==> config.mk <==
export PLATFORM = sky130hd
export DESIGN_NAME = vc_weighted_rr_lock_arb
export DESIGN_NICKNAME = d
export VERILOG_FILES = /design/src/rtl/vc_weighted_rr_lock_arb.sv
export SDC_FILE = /design/constraint.sdc
export NUM_CORES = 1
export LEC_CHECK = 0
export BUFFER_PORTS_ARGS = -buffer_cell sky130_fd_sc_hd__buf_2
export CAP_MARGIN = 20
export CELL_PAD_IN_SITES_DETAIL_PLACEMENT = 0
export CELL_PAD_IN_SITES_GLOBAL_PLACEMENT = 1
export CORE_ASPECT_RATIO = 1.75
export CORE_UTILIZATION = 34
export DETAILED_ROUTE_END_ITERATION = 8
export HOLD_SLACK_MARGIN = 0.02
export PLACE_DENSITY_LB_ADDON = 0.12
export SLEW_MARGIN = 25
export SYNTH_ARGS = -nofsm -noshare
export SYNTH_HDL_FRONTEND = slang
export SYNTH_SLANG_ARGS = --single-unit
==> constraint.sdc <==
create_clock -name clk -period 3.4 [get_ports clk]
set_clock_uncertainty 0.05 [all_clocks]
set_input_delay 0.17 -clock clk [delete_from_list [all_inputs] [get_ports clk]]
set_output_delay 0.17 -clock clk [all_outputs]
set_load 0.05 [all_outputs]
==> src/rtl/vc_weighted_rr_lock_arb.sv <==
// vc_weighted_rr_lock_arb
// Weighted round-robin arbiter with packet locking for ring-router output ports.
// A requester may win up to its weight in back-to-back packets before priority
// rotates past it; a multi-flit packet holds the grant until its tail flit.
//
// Ports:
//   clk        clock
//   reset      synchronous active-high reset
//   domain     static security-domain label (carried, not used by the logic)
//   en         downstream accepts the granted flit; state advances only when set
//   reqs       per-requester request
//   lasts      per-requester "current flit is a packet tail"
//   weights    packed per-requester weights, requester i at [i*p_weight_bits +: p_weight_bits]
//   grants     one-hot grant (or zero), combinational from reqs and state
//   locked     arbiter is mid-packet
//   grant_idx  binary index of the grant, 0 when no grant
//   starved    (optional) starvation override chose this cycle's winner
//
// Optional feature macro: VC_WRR_ARB_STARVE_GUARD_EN (adds p_starve_limit and starved).

module vc_weighted_rr_lock_arb #(
   parameter int unsigned p_num_reqs = 4,
   parameter int unsigned p_weight_bits = 3,
   parameter logic [p_num_reqs-1:0] p_priority_reset_value = {{(p_num_reqs-1){1'b0}}, 1'b1}
`ifdef VC_WRR_ARB_STARVE_GUARD_EN
   ,parameter int unsigned p_starve_limit = 15
`endif
) (
   input  logic                                  clk,
   input  logic                                  reset,
   input  logic                                  domain,
   input  logic                                  en,
   input  logic [p_num_reqs-1:0]                 reqs,
   input  logic [p_num_reqs-1:0]                 lasts,
   input  logic [p_num_reqs*p_weight_bits-1:0]   weights,
   output logic [p_num_reqs-1:0]                 grants,
   output logic                                  locked,
   output logic [$clog2(p_num_reqs)-1:0]         grant_idx
`ifdef VC_WRR_ARB_STARVE_GUARD_EN
   ,output logic                                 starved
`endif
);

   localparam int unsigned IW = $clog2(p_num_reqs);
   localparam int unsigned WB = p_weight_bits;
   localparam int unsigned CW = p_weight_bits + 1;

   typedef enum logic {
      lk_open = 1'b0,
      lk_held = 1'b1
   } lock_state_t;

   // Domain is a label only; keep it visible without affecting logic.
   logic domain_unused;
   assign domain_unused = domain;

   function automatic logic [p_num_reqs-1:0] onehot(input logic [IW-1:0] idx);
      logic [p_num_reqs-1:0] v;
      v = '0;
      v[idx] = 1'b1;
      return v;
   endfunction

   function automatic logic [IW-1:0] oh_to_idx(input logic [p_num_reqs-1:0] v);
      logic [IW-1:0] idx;
      idx = '0;
      for (int i = 0; i < int'(p_num_reqs); i++) begin
         if (v[i]) idx = IW'(i);
      end
      return idx;
   endfunction

   lock_state_t             lock_st_q, lock_st_d;
   logic [IW-1:0]           lock_idx_q, lock_idx_d;
   logic [IW-1:0]           owner_q, owner_d;
   logic [p_num_reqs-1:0]   prio_q, prio_d;
   logic [WB-1:0]           cnt_q, cnt_d;

   logic [IW-1:0]           prio_idx;
   logic [IW-1:0]           pick_idx;
   logic                    pick_found;
   int                      scan_i;
   logic [IW-1:0]           win_idx;
   logic                    win_valid;
   logic                    starve_sel;

   logic                    xfer;
   logic [WB-1:0]           wsel;
   logic [CW-1:0]           eff_w;
   logic [CW-1:0]           n_cnt;
   logic [p_num_reqs-1:0]   win_oh;

`ifdef VC_WRR_ARB_STARVE_GUARD_EN
   logic [3:0]              wait_q [p_num_reqs];
   logic [3:0]              wait_d [p_num_reqs];
   logic                    starve_hit;
   logic [IW-1:0]           starve_idx;

   // Lowest-index requester whose wait count has reached the limit.
   always_comb begin
      starve_hit = 1'b0;
      starve_idx = '0;
      for (int i = int'(p_num_reqs) - 1; i >= 0; i--) begin
         if (reqs[i] && (32'(wait_q[i]) >= p_starve_limit)) begin
            starve_hit = 1'b1;
            starve_idx = IW'(i);
         end
      end
   end

   // Wait counters saturate at 15 and clear when granted.
   always_comb begin
      for (int i = 0; i < int'(p_num_reqs); i++) begin
         wait_d[i] = wait_q[i];
         if (en) begin
            if (grants[i]) wait_d[i] = 4'd0;
            else if (reqs[i] && (wait_q[i] != 4'hf)) wait_d[i] = 4'(wait_q[i] + 4'd1);
         end
      end
   end

   always_ff @(posedge clk) begin
      for (int i = 0; i < int'(p_num_reqs); i++) begin
         if (reset) wait_q[i] <= 4'd0;
         else       wait_q[i] <= wait_d[i];
      end
   end

   assign starved = starve_sel;
`endif

   // Variable-priority search from the priority position upward with wrap.
   // Scanning offsets high-to-low lets the smallest offset win without a break.
   always_comb begin
      prio_idx   = oh_to_idx(prio_q);
      pick_found = 1'b0;
      pick_idx   = '0;
      scan_i     = 0;
      for (int k = int'(p_num_reqs) - 1; k >= 0; k--) begin
         scan_i = int'(prio_idx) + k;
         if (scan_i >= int'(p_num_reqs)) scan_i = scan_i - int'(p_num_reqs);
         if (reqs[scan_i]) begin
            pick_found = 1'b1;
            pick_idx   = IW'(scan_i);
         end
      end
   end

   // Winner selection: a held lock excludes everyone but the lock owner.
   always_comb begin
      win_idx    = '0;
      win_valid  = 1'b0;
      starve_sel = 1'b0;
      if (lock_st_q == lk_held) begin
         win_idx   = lock_idx_q;
         win_valid = reqs[lock_idx_q];
      end
`ifdef VC_WRR_ARB_STARVE_GUARD_EN
      else if (starve_hit) begin
         win_idx    = starve_idx;
         win_valid  = 1'b1;
         starve_sel = 1'b1;
      end
`endif
      else begin
         win_idx   = pick_idx;
         win_valid = pick_found;
      end
      win_oh    = onehot(win_idx);
      grants    = win_valid ? win_oh : '0;
      grant_idx = win_valid ? win_idx : '0;
      locked    = (lock_st_q == lk_held);
   end

   // Next-state: lock tracking and weighted priority update on transfers.
   always_comb begin
      lock_st_d  = lock_st_q;
      lock_idx_d = lock_idx_q;
      owner_d    = owner_q;
      prio_d     = prio_q;
      cnt_d      = cnt_q;

      xfer  = en && win_valid;
      wsel  = WB'(weights >> (int'(win_idx) * int'(p_weight_bits)));
      eff_w = (wsel == '0) ? CW'(1) : {1'b0, wsel};
      n_cnt = (win_idx == owner_q) ? ({1'b0, cnt_q} + CW'(1)) : CW'(1);

      if (xfer) begin
         if (!lasts[win_idx]) begin
            lock_st_d  = lk_held;
            lock_idx_d = win_idx;
         end else begin
            lock_st_d = lk_open;
            owner_d   = win_idx;
            if (n_cnt >= eff_w) begin
               prio_d = {win_oh[p_num_reqs-2:0], win_oh[p_num_reqs-1]};
               cnt_d  = '0;
            end else begin
               prio_d = win_oh;
               cnt_d  = WB'(n_cnt);
            end
         end
      end
   end

   // State register.
   always_ff @(posedge clk) begin
      if (reset) begin
         lock_st_q  <= lk_open;
         lock_idx_q <= '0;
         owner_q    <= '0;
         prio_q     <= p_priority_reset_value;
         cnt_q      <= '0;
      end else begin
         lock_st_q  <= lock_st_d;
         lock_idx_q <= lock_idx_d;
         owner_q    <= owner_d;
         prio_q     <= prio_d;
         cnt_q      <= cnt_d;
      end
   end

endmodule

# Yosys cells after proc, flatten, opt, wreduce, memory -nomap -nowiden
# Index checks and enable logic that the tools add are counted.
[op_classes]
n_eq_ne = 1
n_reduce_logical = 5
n_div = 0
multipliers = 1
n_addsub = 8
mux = 42
n_lt_le_gt_ge = 12
n_bitwise = 1
n_shift = 1
[ops]
columns = ["cell", "n"]
rows = [
  ["$lt A32 B4 Y1 const B", 4],
  ["$mux W32", 4],
  ["$mux W1", 18],
  ["$mux W2", 8],
  ["$bmux W1 S2", 6],
  ["$mux W4", 3],
  ["$shr A12 B4 Y3", 1],
  ["$sub A3 B3 Y4 const B", 3],
  ["$ge A3 B3 Y1 const B", 3],
  ["$add A2 B2 Y3 const B", 2],
  ["$lt A2 B3 Y1 const B", 2],
  ["$mux W3", 2],
  ["$add A3 B1 Y4 const B", 1],
  ["$ge A4 B3 Y1", 1],
  ["$mul A2 B2 Y4 const B", 1],
  ["$reduce_and A2 Y1", 2],
  ["$sub A2 B3 Y4 const B", 1],
  ["$add A2 B1 Y3 const B", 1],
  ["$ge A2 B3 Y1 const B", 1],
  ["$logic_not A3 Y1", 1],
  ["$demux W1 S2", 1],
  ["$eq A2 B2 Y1", 1],
  ["$ge A2 B1 Y1 const B", 1],
  ["$logic_and A1 B1 Y1", 2],
  ["$not A1 Y1", 1],
]
[totals]
register_bits = 12
rom_bits = 0
memories = 0
ram_bits = 0
elab_cells = 76
latch_bits = 0

# Logic depth before layout (Yosys ltp)
# Gate-level depths: netlist (run 1).
[logic_depth]
word_depth = 20
mapped_depth = 20
mapped_depth_nobuf = 17

# Least setup slack after synthesis (run 1)
# OpenSTA, ideal clock, no wires.
[synth_timing]
path_type = "register -> register"
start = "reg prio_q[3]"
end = "reg prio_q[2]"
period_less_slack_ns = 3.747
required_time_ns = 3.292
t_arrival_ns = 3.638
slack_ns = -0.347
stages_incl_launch_ff = 18
cell_sequence = "dfxtp_1 -> buf_4 -> inv_1 -> a32o_1 -> o32ai_2 -> mux2_4 -> or2_1 -> buf_6 -> clkbuf_1 -> a221o_1 -> ha_1 -> nand2b_1 -> a21o_1 -> a21oi_1 -> nand2_1 -> a311o_1 -> a21oi_1 -> mux2_1"
[synth_between]
elab_chain_cells = 18
word_cells_on_any_way = 55
classes_between = "add/sub: 7; mul: 1; order compare: 7; eq/ne: 1; shift: 1; mux: 34; reduce/logical: 4"
[synth_lines]
columns = ["item", "line", "source"]
rows = [
  ["start: declaration", "76", "logic [p_num_reqs-1:0] prio_q, prio_d;"],
  ["start signal: assignment", "212", "prio_q <= p_priority_reset_value;"],
  ["start signal: assignment", "218", "prio_q <= prio_d;"],
  ["$mux W2 *", "68", "if (v[i]) idx = IW'(i);"],
  ["$add A2 B2 Y3", "140", "scan_i = int'(prio_idx) + k;"],
  ["$sub A3 B3 Y4 / $ge A3 B3 Y1 (equally long branches)", "141", "if (scan_i >= int'(p_num_reqs)) scan_i = scan_i - int'(p_num_reqs);"],
  ["$mux W32", "141", ""],
  ["$bmux W1 S2", "142", "if (reqs[scan_i]) begin"],
  ["$mux W1 (not written as such) (2 in series)", "142", ""],
  ["$mux W2 (4 in series)", "142", ""],
  ["$mux W2", "154", "if (lock_st_q == lk_held) begin"],
  ["$mul A2 B2 Y4", "184", "wsel = WB'(weights >> (int'(win_idx) * int'(p_weight_bits)));"],
  ["$shr A12 B4 Y3", "184", ""],
  ["$logic_not A3 Y1", "185", "eff_w = (wsel == '0) ? CW'(1) : {1'b0, wsel};"],
  ["$mux W3", "185", ""],
  ["$ge A4 B3 Y1", "195", "if (n_cnt >= eff_w) begin"],
  ["$mux W4", "195", ""],
]
# Mark *: on every way between the ends. The rest lies on a longest branch, timed or not. The select of a mux whose other input is x is not followed.
# A chain may end at the register's enable or synchronous reset.

# Final worst setup path (run 1)
[layout_timing]
start = "reg prio_q[2]"
end = "reg prio_q[2]"
[layout_between]
elab_chain_cells = 19
word_cells_on_any_way = 56
classes_between = "add/sub: 7; mul: 1; order compare: 7; eq/ne: 1; shift: 1; mux: 35; reduce/logical: 4"
[layout_lines]
columns = ["item", "line"]
rows = [
  ["$mux W2 * (2 in series)", "68"],
  ["$add A2 B2 Y3", "140"],
  ["$sub A3 B3 Y4 / $ge A3 B3 Y1 (equally long branches)", "141"],
  ["$mux W32", "141"],
  ["$bmux W1 S2", "142"],
  ["$mux W1 (not written as such) (2 in series)", "142"],
  ["$mux W2 (4 in series)", "142"],
  ["$mux W2", "154"],
  ["$mul A2 B2 Y4", "184"],
  ["$shr A12 B4 Y3", "184"],
  ["$logic_not A3 Y1", "185"],
  ["$mux W3", "185"],
  ["$ge A4 B3 Y1", "195"],
  ["$mux W4", "195"],
]
# Marked as above.

==> results by group, run 1 <==
Critical path
  • R2R cell count: 16
  • Crit start category: flop
  • R2r startpoint: prio_q[2]
  • Arr. time, crit path: 3650 ps
  • Reg-to-reg setup timing slack: -120 ps
  • CP required: 3530 ps
  • Crit Path Max Fanout: 6
  • Worst Setup End Kind: flop
  • Worst r2r dst: prio_q[2]
  • Critical path class: reg2reg

Placement
  • GP Congestion: 0.7804
  • HPWL after detailed placement: 2697 um
  • Setup WS pre-CTS: -207.4 ps
  • Buffers on Ports: 29

Yosys
  • FFs w/ async S/R, synth: 0
  • Cells after synthesis: 143
  • Top_reg_cell synth: dfxtp_1
  • Area leader, netlist: dfxtp_1
  • Post-synthesis register bit count: 11
  • Area contributors post-synth: dfxtp_1 19%, mux2i_1 9.3%, nand2b_1 5.8%
  • Commonest cells in the netlist: 11 x dfxtp_1, 11 x mux2i_1, 11 x nand2b_1, 10 x nor2_1
  • Synthesized cell area: 1182 sq um
  • Syn_nets: 171
  • Sequential share of the synthesized area: 0.1862
  • Post-synth top area share: 0.1862
  • Synthesized area per cell: 8.268 sq um
  • Distinct cells, synth: 47
  • EDFF count, synth: 0
  • Synth Warn #: 0

GRT
  • Grt ovf: 0
  • Initial antenna violation count: 0
  • Gr usage total: 0.1980
  • Number of global-route vias before repair: 1212
  • First-pass GRT wire length: 5409 um
  • Pin count of the biggest net entering global routing: 18

Power
  • Power per standard cell area: 1020 nW/um^2
  • Max VDD drop: 539.5 uV
  • Leak Pwr: 0.7800 nW

Floorplanning
  • Die height: 80.01 um
  • Core area: 3363 sq um
  • Die W: 46.58 um
  • Top Ports: 31
  • Starting Density: 0.3516
  • Num rows: 28
  • Total die area: 3727 sq um

Route
  • Via density: 5.310
  • Drt pass-1 iters: 4
  • Post-route ant nets: 0
  • DRC Markers: 0
  • Drt initial violations: 15
  • Drt wl/cell: 14.39 um
  • Via Count: 1269
  • WL final: 3440 um

Run status
  • Failing checks: negative setup slack
  • Status: finished, violations left

Clocking
  • CTS clk-pin slew, worst paths: 50 ps
  • Clk sinks: 11
  • Clock H-tree levels: 1
  • Clock buffer depth: 2
  • Total CTS buffers: 3
  • Root Buffer: clkbuf_8
  • CTS Hold Bufs: 0
  • Later-pin clock latency in the skew report: 240 ps
  • CTS tree: yes

Worst hold path
  • Hold depth: 2
  • Hold Path Class: in2reg
  • Min-delay src: reset
  • Hold Path Sink: cnt_q[0]

Layout
  • N_diodes: 0
  • Nets: 223
  • Fillers: 351
  • Share of layout cells above drive strength 1: 0.4897
  • Area Overhead vs Synth: 43.39%

STA
  • Final Max Tran Viols: 0
  • Maximum clock rate: 284.0 MHz
  • Hold Vio Cnt, Final: 0
  • Min Tclk post-route: 3522 ps
  • RSZ-0062 raised after global routing: yes
  • Final worst setup slack: -121.5 ps
  • Setup Viol. Count Final: 4
  • Fin crit share: 1.036
  • Rel. slew slack: 0.7064
  • Worst-Margin Slew: 440.4 ps
  • Hold slack: 301.0 ps
  • Setup TNS: -319.6 ps

Flow run
  • Maximum Capacitance Violations: 0
==> worst max-delay path: stages, from the launching register on <==
cell and delay, ps:
dfxtp_4 360, nor2b_4 130, a32o_2 240, o32ai_4 220
mux2_4 330, or2_4 280, nor2_4 120, a21oi_2 50
a221o_1 300, ha_1 270, nand2b_4 130, a21o_1 170
a21oi_2 150, nand2_1 60, a311o_1 330, a21oi_1 130
mux2_1 140
==> layout make-up <==
class | count | area, sq um | area share
multi-input cells | 114 | 963.4 | 0.5683
repair buffers | 56 | 367.9 | 0.2170
flip-flops and latches | 11 | 227.7 | 0.1343
well taps | 45 | 56.30 | 0.03321
clock buffers | 3 | 41.29 | 0.02435
inverters | 9 | 33.78 | 0.01993
clock inverters | 1 | 5.005 | 0.002952
==> sequential cells by signal, summed over array words and instances, names as in the netlist <==
signal      flops
cnt_q           3
prio_q          3
lock_idx_q      2
owner_q         2
locked          1
==> repair_timing <==
item / in CTS / in global routing
setup buffers: 3 / 1
pin swaps: 5 / 3
endpoints found under the setup margin: 6 / 6
resized for setup: 12 / 15
==> logic make-up after synthesis <==
group / synth area share
fa+ha+maj: 0.04233
flops: 0.1862
compound gates: 0.2233
buf+inv: 0.07619
mux: 0.1820
simple gates: 0.2677
xor+xnor: 0.02223
==> power breakdown <==
part	internal, mW	total, mW	switching, mW
Combinational	0.665	1.39	0.725
Clock	0.0809	0.136	0.0547
Sequential	0.162	0.204	0.0419
Total	0.908	1.73	0.821
==> through the flow <==
stage | utilization | cell area, sq um | power, mW | std cells
final | 0.5041 | 1695 | 1.729 | 239
after global routing | 0.5041 | 1695 | 1.865 | 239
after CTS | 0.4821 | 1622 | 1.624 | 238
after detailed placement | 0.4513 | 1518 | 1.412 | 231
after global placement | 0.4513 | 1518 | 1.410 | 231
after floorplan | - | 1205 | 1.074 | 143
==> worst max path at each step <==
| stage | start | end | cells after the start |
|---|---|---|---|
| after floorplan | prio_q[2] | prio_q[2] | 17 |
| after global placement | prio_q[3] | prio_q[2] | 14 |
| after detailed placement | prio_q[3] | prio_q[2] | 16 |
| after CTS | prio_q[2] | prio_q[2] | 14 |
| after global routing | prio_q[3] | prio_q[2] | 17 |
| final | prio_q[2] | prio_q[2] | 16 |
==> placed cells by master, fill, tap and decap left out, drive strengths merged, types with 4 or more instances in the layout <==
cell    count
nor2b       5
dfxtp      11
nand2       8
nor3        8
buf        56
a211o       4
nor2       10
nand2b     12
inv         9
mux2i      11
a21oi       9
ha          4
mux2        5
==> per-layer routing <==
layer | share of wire | GRT usage | up-vias
met5 | 0 | 0 | -
met4 | 0.017 | 0.1000 | 0
met3 | 0.021 | 0.02036 | 7
met2 | 0.59 | 0.3597 | 23
met1 | 0.38 | 0.2066 | 614
li1 | - | - | 625
Note: power is estimated with default switching activity, not from simulation.
==> inputs of run 2 (changes only) <==
Settings changed: ABC_CLOCK_PERIOD_IN_PS set to 3400, CORE_ASPECT_RATIO 1.75 to unset.
==> results by group, run 2 (synthesized netlist as in run 1, its figures left out) <==
Run status
  • Status: finished, violations left
  • Failing checks: negative setup slack

Floorplanning
  • Total die area: 3717 sq um (-0.26%)
  • Top Ports: 31 (unchanged)
  • Die W: 60.97 um (+31%)
  • Starting Density: 0.3543 (+0.002768)
  • Die height: 60.97 um (-24%)
  • Core area: 3337 sq um (-0.78%)
  • Num rows: 21 (-25%)

STA
  • Final Max Tran Viols: 0 (unchanged)
  • Hold Vio Cnt, Final: 0 (unchanged)
  • Setup TNS: -631.3 ps (-311.7 ps)
  • Min Tclk post-route: 3577 ps (+55.10 ps)
  • Final worst setup slack: -176.6 ps (-55.10 ps)
  • Worst-Margin Slew: 454.9 ps (+14.47 ps)
  • Fin crit share: 1.052 (+0.01621)
  • Setup Viol. Count Final: 6 (+2)
  • Rel. slew slack: 0.6967 (-0.009649)
  • Maximum clock rate: 279.6 MHz (-1.5%)
  • RSZ-0062 raised after global routing: yes

Route
  • Via density: 5.092 (-4.1%)
  • DRC Markers: 0 (unchanged)
  • Post-route ant nets: 0 (unchanged)
  • Drt initial violations: 54 (+39)
  • Drt wl/cell: 12.80 um (-11%)
  • WL final: 3059 um (-11%)
  • Via Count: 1217 (-4.1%)
  • Drt pass-1 iters: 4 (unchanged)

Flow run
  • Maximum Capacitance Violations: 0 (unchanged)

Critical path
  • Buf+Inv Stages, Crit Path: 0 (unchanged)
  • R2r startpoint: prio_q[2]
  • CP cell instances: nor2b_4 > a32o_2 > o32ai_2 > mux2_4 > or2_4 > nor2_4 > a21oi_2 > a221o_1 > ha_1 > nand2b_4 > a21o_1 > a21o_1 > o211ai_1 > a21oi_1 > mux2_1
  • Slowest stage cell on the critical path: dfxtp_4
  • Critical path class: reg2reg
  • Worst Setup End Kind: flop
  • Arr. time, crit path: 3690 ps (+40 ps)
  • R2R cell count: 15 (-1)
  • Crit Path Max Fanout: 8 (+2)
  • Crit path top cell by count: a21o_1
  • Reg-to-reg setup timing slack: -180 ps (-60 ps)
  • Worst r2r dst: prio_q[2]
  • CP required: 3510 ps (-20 ps)
  • Crit start category: flop
  • Critical Path Max Stage Delay: 360 ps (about the same)
  • Delay-heaviest family, CP: compound AO/OA/AOI/OAI gates

Layout
  • Most frequent cells in the layout: 29 x buf_2, 25 x buf_4, 11 x mux2i_1
  • Post-Route Utilization: 0.4919 (-0.01215)
  • N_diodes: 0 (unchanged)
  • Share of layout cells above drive strength 1: 0.4611 (-0.02855)
  • Largest registers: cnt_q x3, prio_q x3
  • Nets: 222 (-0.45%)
  • Most common cell after layout, fill and taps aside: buf_2
  • Fillers: 346 (-1.4%)
  • Area Overhead vs Synth: 38.84%

Clocking
  • Root Buffer: clkbuf_4
  • Later-pin clock latency in the skew report: 270 ps (+30 ps)
  • CTS clk-pin slew, worst paths: 70 ps (+20 ps)
  • CTS tree: yes
  • Total CTS buffers: 3 (unchanged)
  • Clk sinks: 11 (unchanged)
  • Clock buffer depth: 2 (unchanged)
  • Clock H-tree levels: 1 (unchanged)

Placement
  • HPWL after detailed placement: 2441 um (-9.5%)
  • Buffers on Ports: 29 (unchanged)
  • GP Congestion: 0.8132 (+4.2%)

Worst hold path
  • Min-delay src: reset
  • Hold Path Class: in2reg
  • Hold depth: 2 (unchanged)
  • Hold Path Sink: cnt_q[0]

Power
  • Power per standard cell area: 1032 nW/um^2 (+1.1%)
  • Leak Pwr: 0.7583 nW (-2.8%)
  • Max VDD drop: 478.0 uV (-11%)

GRT
  • Pin count of the biggest net entering global routing: 18 (unchanged)
  • Grt ovf: 0 (unchanged)
  • Gr usage total: 0.1778 (-0.02019)
  • First-pass GRT wire length: 4947 um (-8.5%)
  • Initial antenna violation count: 0 (unchanged)
  • Number of global-route vias before repair: 1135 (-6.4%)
-- run 2: changes by cell type in the layout (fill, tap and decap cells not counted), moves of 2 or more --
cell / change
clkbuf_4: +3
clkbuf_8: -3
a211oi_1: +2
a211oi_2: -2
dfxtp_2: -2
nor2b_1: +2
nor2b_2: -2
-- run 2: timing repair --
action,CTS,global route
resized for setup,7,14
setup buffers,2,2
pin swaps,1,1
hold buffers,0,0
endpoints found under the setup margin,6,6
-- run 2: area by class of cell --
cell class                      instances  area [sq um]  share of cell area
Inverter                                9         33.78             0.02058
Multi-Input combinational cell        114         950.9              0.5793
Tap cell                               46         57.56             0.03506
Sequential cell                        11         229.0              0.1395
Timing Repair Buffer                   55         344.1              0.2096
Clock buffer                            4         26.28             0.01601
-- run 2: where the power goes --
group	switching (mW)	internal [mW]
logic	0.721	0.679
clock network	0.0481	0.0455
registers	0.0388	0.160
total	0.808	0.885
-- run 2: routing by layer --
layer / routed length (um) / GRT usage / up-vias
met5: 0 / 0 / -
met4: 22 / 0.03896 / 0
met3: 75 / 0.02559 / 2
met2: 1620 / 0.3250 / 25
met1: 1341 / 0.2201 / 564
li1: - / - / 626
-- run 2: metrics by stage --
stage | total power [mW] | std cells | cell area (sq um) | hold WS, ps | worst slack (ps)
after global placement | 1.393 | 231 | 1499 | 452.9 | -162.3
after global routing | 1.851 | 239 | 1642 | 306.0 | -342.6
after CTS | 1.572 | 237 | 1567 | 246.4 | -109.3
final | 1.694 | 239 | 1642 | 260.8 | -176.6
after detailed placement | 1.399 | 231 | 1499 | 463.2 | -240.9
after floorplan | 1.074 | 143 | 1205 | 303.6 | -96.69
-- run 2: worst max-delay path by stage --
stage                    from   endpoint  slack (ps)  cells past startpoint
detailed placement  prio_q[3]   cnt_q[1]        -240                     17
global placement    prio_q[2]  prio_q[3]        -160                     17
finish              prio_q[2]  prio_q[2]        -180                     15
floorplan           prio_q[2]  prio_q[2]        -100                     17
CTS                 prio_q[2]   cnt_q[1]        -110                     16
global route        prio_q[2]   cnt_q[1]        -340                     16
==> inputs of run 3 (changes only) <==
Settings changed: CELL_PAD_IN_SITES_DETAIL_PLACEMENT 0 to unset, CELL_PAD_IN_SITES_GLOBAL_PLACEMENT 1 to unset, CORE_UTILIZATION 34 to 30.
==> results by group, run 3 (synthesized netlist as in run 1, its figures left out) <==
Route
  • Via density: 5.122 (+0.59%)
  • Drt initial violations: 43 (-20%)
  • Drt wl/cell: 13.83 um (+8.1%)
  • Via Count: 1260 (+3.5%)
  • WL final: 3403 um (+11%)
  • Post-route ant nets: 0 (unchanged)
  • Drt pass-1 iters: 4 (unchanged)
  • DRC Markers: 0 (unchanged)

Critical path
  • Crit path from: prio_q[2]
  • Slowest stage cell on the critical path: dfxtp_4
  • Critical Path Max Stage Delay: 350 ps (about the same)
  • R2r startpoint: prio_q[2]
  • Critical path class: reg2reg
  • CP required: 3470 ps (-40 ps)
  • Delay-heaviest family, CP: compound AO/OA/AOI/OAI gates
  • Buf+Inv Stages, Crit Path: 0 (unchanged)
  • Crit start category: flop
  • Arr. time, crit path: 3610 ps (-80 ps)
  • Crit Path Max Fanout: 6 (-2)
  • Worst Setup End Kind: flop
  • CP cell instances: nor2b_4 > a32o_2 > o32ai_4 > mux2_4 > or2_4 > nor2_4 > a21oi_2 > a221o_1 > ha_1 > nand2b_4 > a21o_1 > a21o_1 > o211ai_1 > a21oi_2 > mux2_4

GRT
  • Gr usage total: 0.1608 (-0.01703)
  • First-pass GRT wire length: 5278 um (+6.7%)
  • Number of global-route vias before repair: 1186 (+4.5%)
  • Initial antenna violation count: 0 (unchanged)
  • Pin count of the biggest net entering global routing: 18 (unchanged)
  • Grt ovf: 0 (unchanged)

STA
  • Final Max Tran Viols: 0 (unchanged)
  • Maximum clock rate: 283.2 MHz (+1.3%)
  • Fin crit share: 1.039 (-0.01329)
  • Setup TNS: -410.6 ps (+220.7 ps)
  • Final worst setup slack: -131.4 ps (+45.18 ps)
  • Min Tclk post-route: 3531 ps (-45.18 ps)
  • Setup Viol. Count Final: 4 (-2)
  • Hold Vio Cnt, Final: 0 (unchanged)
  • RSZ-0062 raised after global routing: yes
  • Rel. slew slack: 0.6977 (+0.0009770)
  • Worst-Margin Slew: 453.4 ps (-1.465 ps)

Power
  • Power per standard cell area: 1055 nW/um^2 (+2.3%)
  • Leak Pwr: 0.8088 nW (+6.7%)
  • Sw power: 0.8842 mW (+9.4%)
  • Clock power share: 0.067 (+0.012)
  • Tot Pwr: 1.900 mW (+12%)
  • Net Sw Frac: 0.4654 (-0.01186)
  • Logic pwr share: 0.823 (-0.004)
  • Sequential share of power: 0.110 (-0.008)
  • Max VDD drop: 505.7 uV (+5.8%)
  • Internal power: 1.016 mW (+15%)

Floorplanning
  • Starting Density: 0.3182 (-0.03615)
  • Total die area: 4196 sq um (+13%)
  • Core area: 3716 sq um (+11%)
  • Die height: 64.78 um (+6.2%)
  • Top Ports: 31 (unchanged)
  • Die W: 64.78 um (+6.2%)
  • Num rows: 22 (+4.8%)

Worst hold path
  • Min-delay src: reset
  • Hold Path Class: in2reg

Run status
  • Failing checks: negative setup slack
  • Status: finished, violations left

Placement
  • Placed insts: 238 (+3.0%)
  • HPWL after detailed placement: 2551 um (+4.5%)
  • DP Area: 1539 sq um (+2.7%)
  • GP Congestion: 0.8190 (+0.71%)
  • Buffers on Ports: 29 (unchanged)

Layout
  • Most frequent cells in the layout: 29 x buf_2, 26 x buf_4, 10 x mux2i_1
  • FF+latch area: 230.2 sq um (+0.55%)
  • N_diodes: 0 (unchanged)
  • Nets: 227 (+2.3%)
  • Fillers: 376 (+8.7%)
  • Share of layout cells above drive strength 1: 0.5404 (+0.07926)
  • Area Overhead vs Synth: 52.28%
  • Largest registers: cnt_q x3, prio_q x3
  • Area of the multi-input gates: 1035 sq um (+8.8%)
  • Layout Cells excl Fill: 246 (+2.9%)
  • Design area: 1800 sq um (+9.7%)
  • Most common cell after layout, fill and taps aside: buf_2
  • Post-Route Utilization: 0.4845 (-0.007427)

Clocking
  • Root Buffer: clkbuf_8
  • CTS clk-pin slew, worst paths: 50 ps (-20 ps)
  • Clock H-tree levels: 1 (unchanged)
  • Total CTS buffers: 3 (unchanged)
  • Clk sinks: 11 (unchanged)
  • Later-pin clock latency in the skew report: 240 ps (-30 ps)
  • Clock buffer depth: 2 (unchanged)
  • CTS tree: yes

Flow run
  • Maximum Capacitance Violations: 0 (unchanged)
[run 3: metal layers]
metal / vias up / GRT usage / share of wire
met5: - / 0 / 0
met1: 596 / 0.2023 / 0.47
met2: 25 / 0.2786 / 0.48
met4: 0 / 0.04444 / 0.012
li1: 635 / - / -
met3: 4 / 0.02641 / 0.035
[run 3: what timing repair did]
| item | 4_1_cts | 5_1_grt |
|---|---|---|
| hold buffers | 0 | 0 |
| endpoints found under the setup margin | 6 | 6 |
| gates resized for setup | 17 | 27 |
| buffers inserted | 2 | 2 |
| pin swaps | 8 | 5 |
[run 3: stage by stage]
step | setup WS [ps] | hold WS (ps)
6_report | -131.4 | 344.1
2_1_floorplan | -96.69 | 303.6
3_3_place_gp | -237.4 | 455.6
5_1_grt | -273.2 | 365.3
4_1_cts | -105.7 | 314.5
3_5_place_dp | -232.3 | 458.0
[run 3: area by class of cell]
type	instances	area share
multi-input combinational	114	0.5747
sequential	11	0.1279
inverter	9	0.01876
timing repair buffer	60	0.2203
clock buffer	4	0.02502
tap	48	0.03336
[run 3: path summary, 6_finish.rpt]
| check | end | slack [ps] | cells past startpoint |
|---|---|---|---|
| worst max-delay path | prio_q[2] | -130 | 15 |
| worst min-delay path | cnt_q[0] | 340 | 2 |
| worst max register to register | prio_q[2] | -130 | 15 |
| worst min register to register | cnt_q[1] | 470 | 2 |
[run 3: power groups by stage]
stage / Combinational (mW) / Clock [mW] / Sequential (mW)
2_1_floorplan: 0.882 / 0 / 0.192
3_3_place_gp: 1.25 / 0 / 0.198
3_5_place_dp: 1.26 / 0 / 0.199
4_1_cts: 1.39 / 0.134 / 0.201
5_1_grt: 1.68 / 0.138 / 0.214
6_report: 1.56 / 0.128 / 0.208
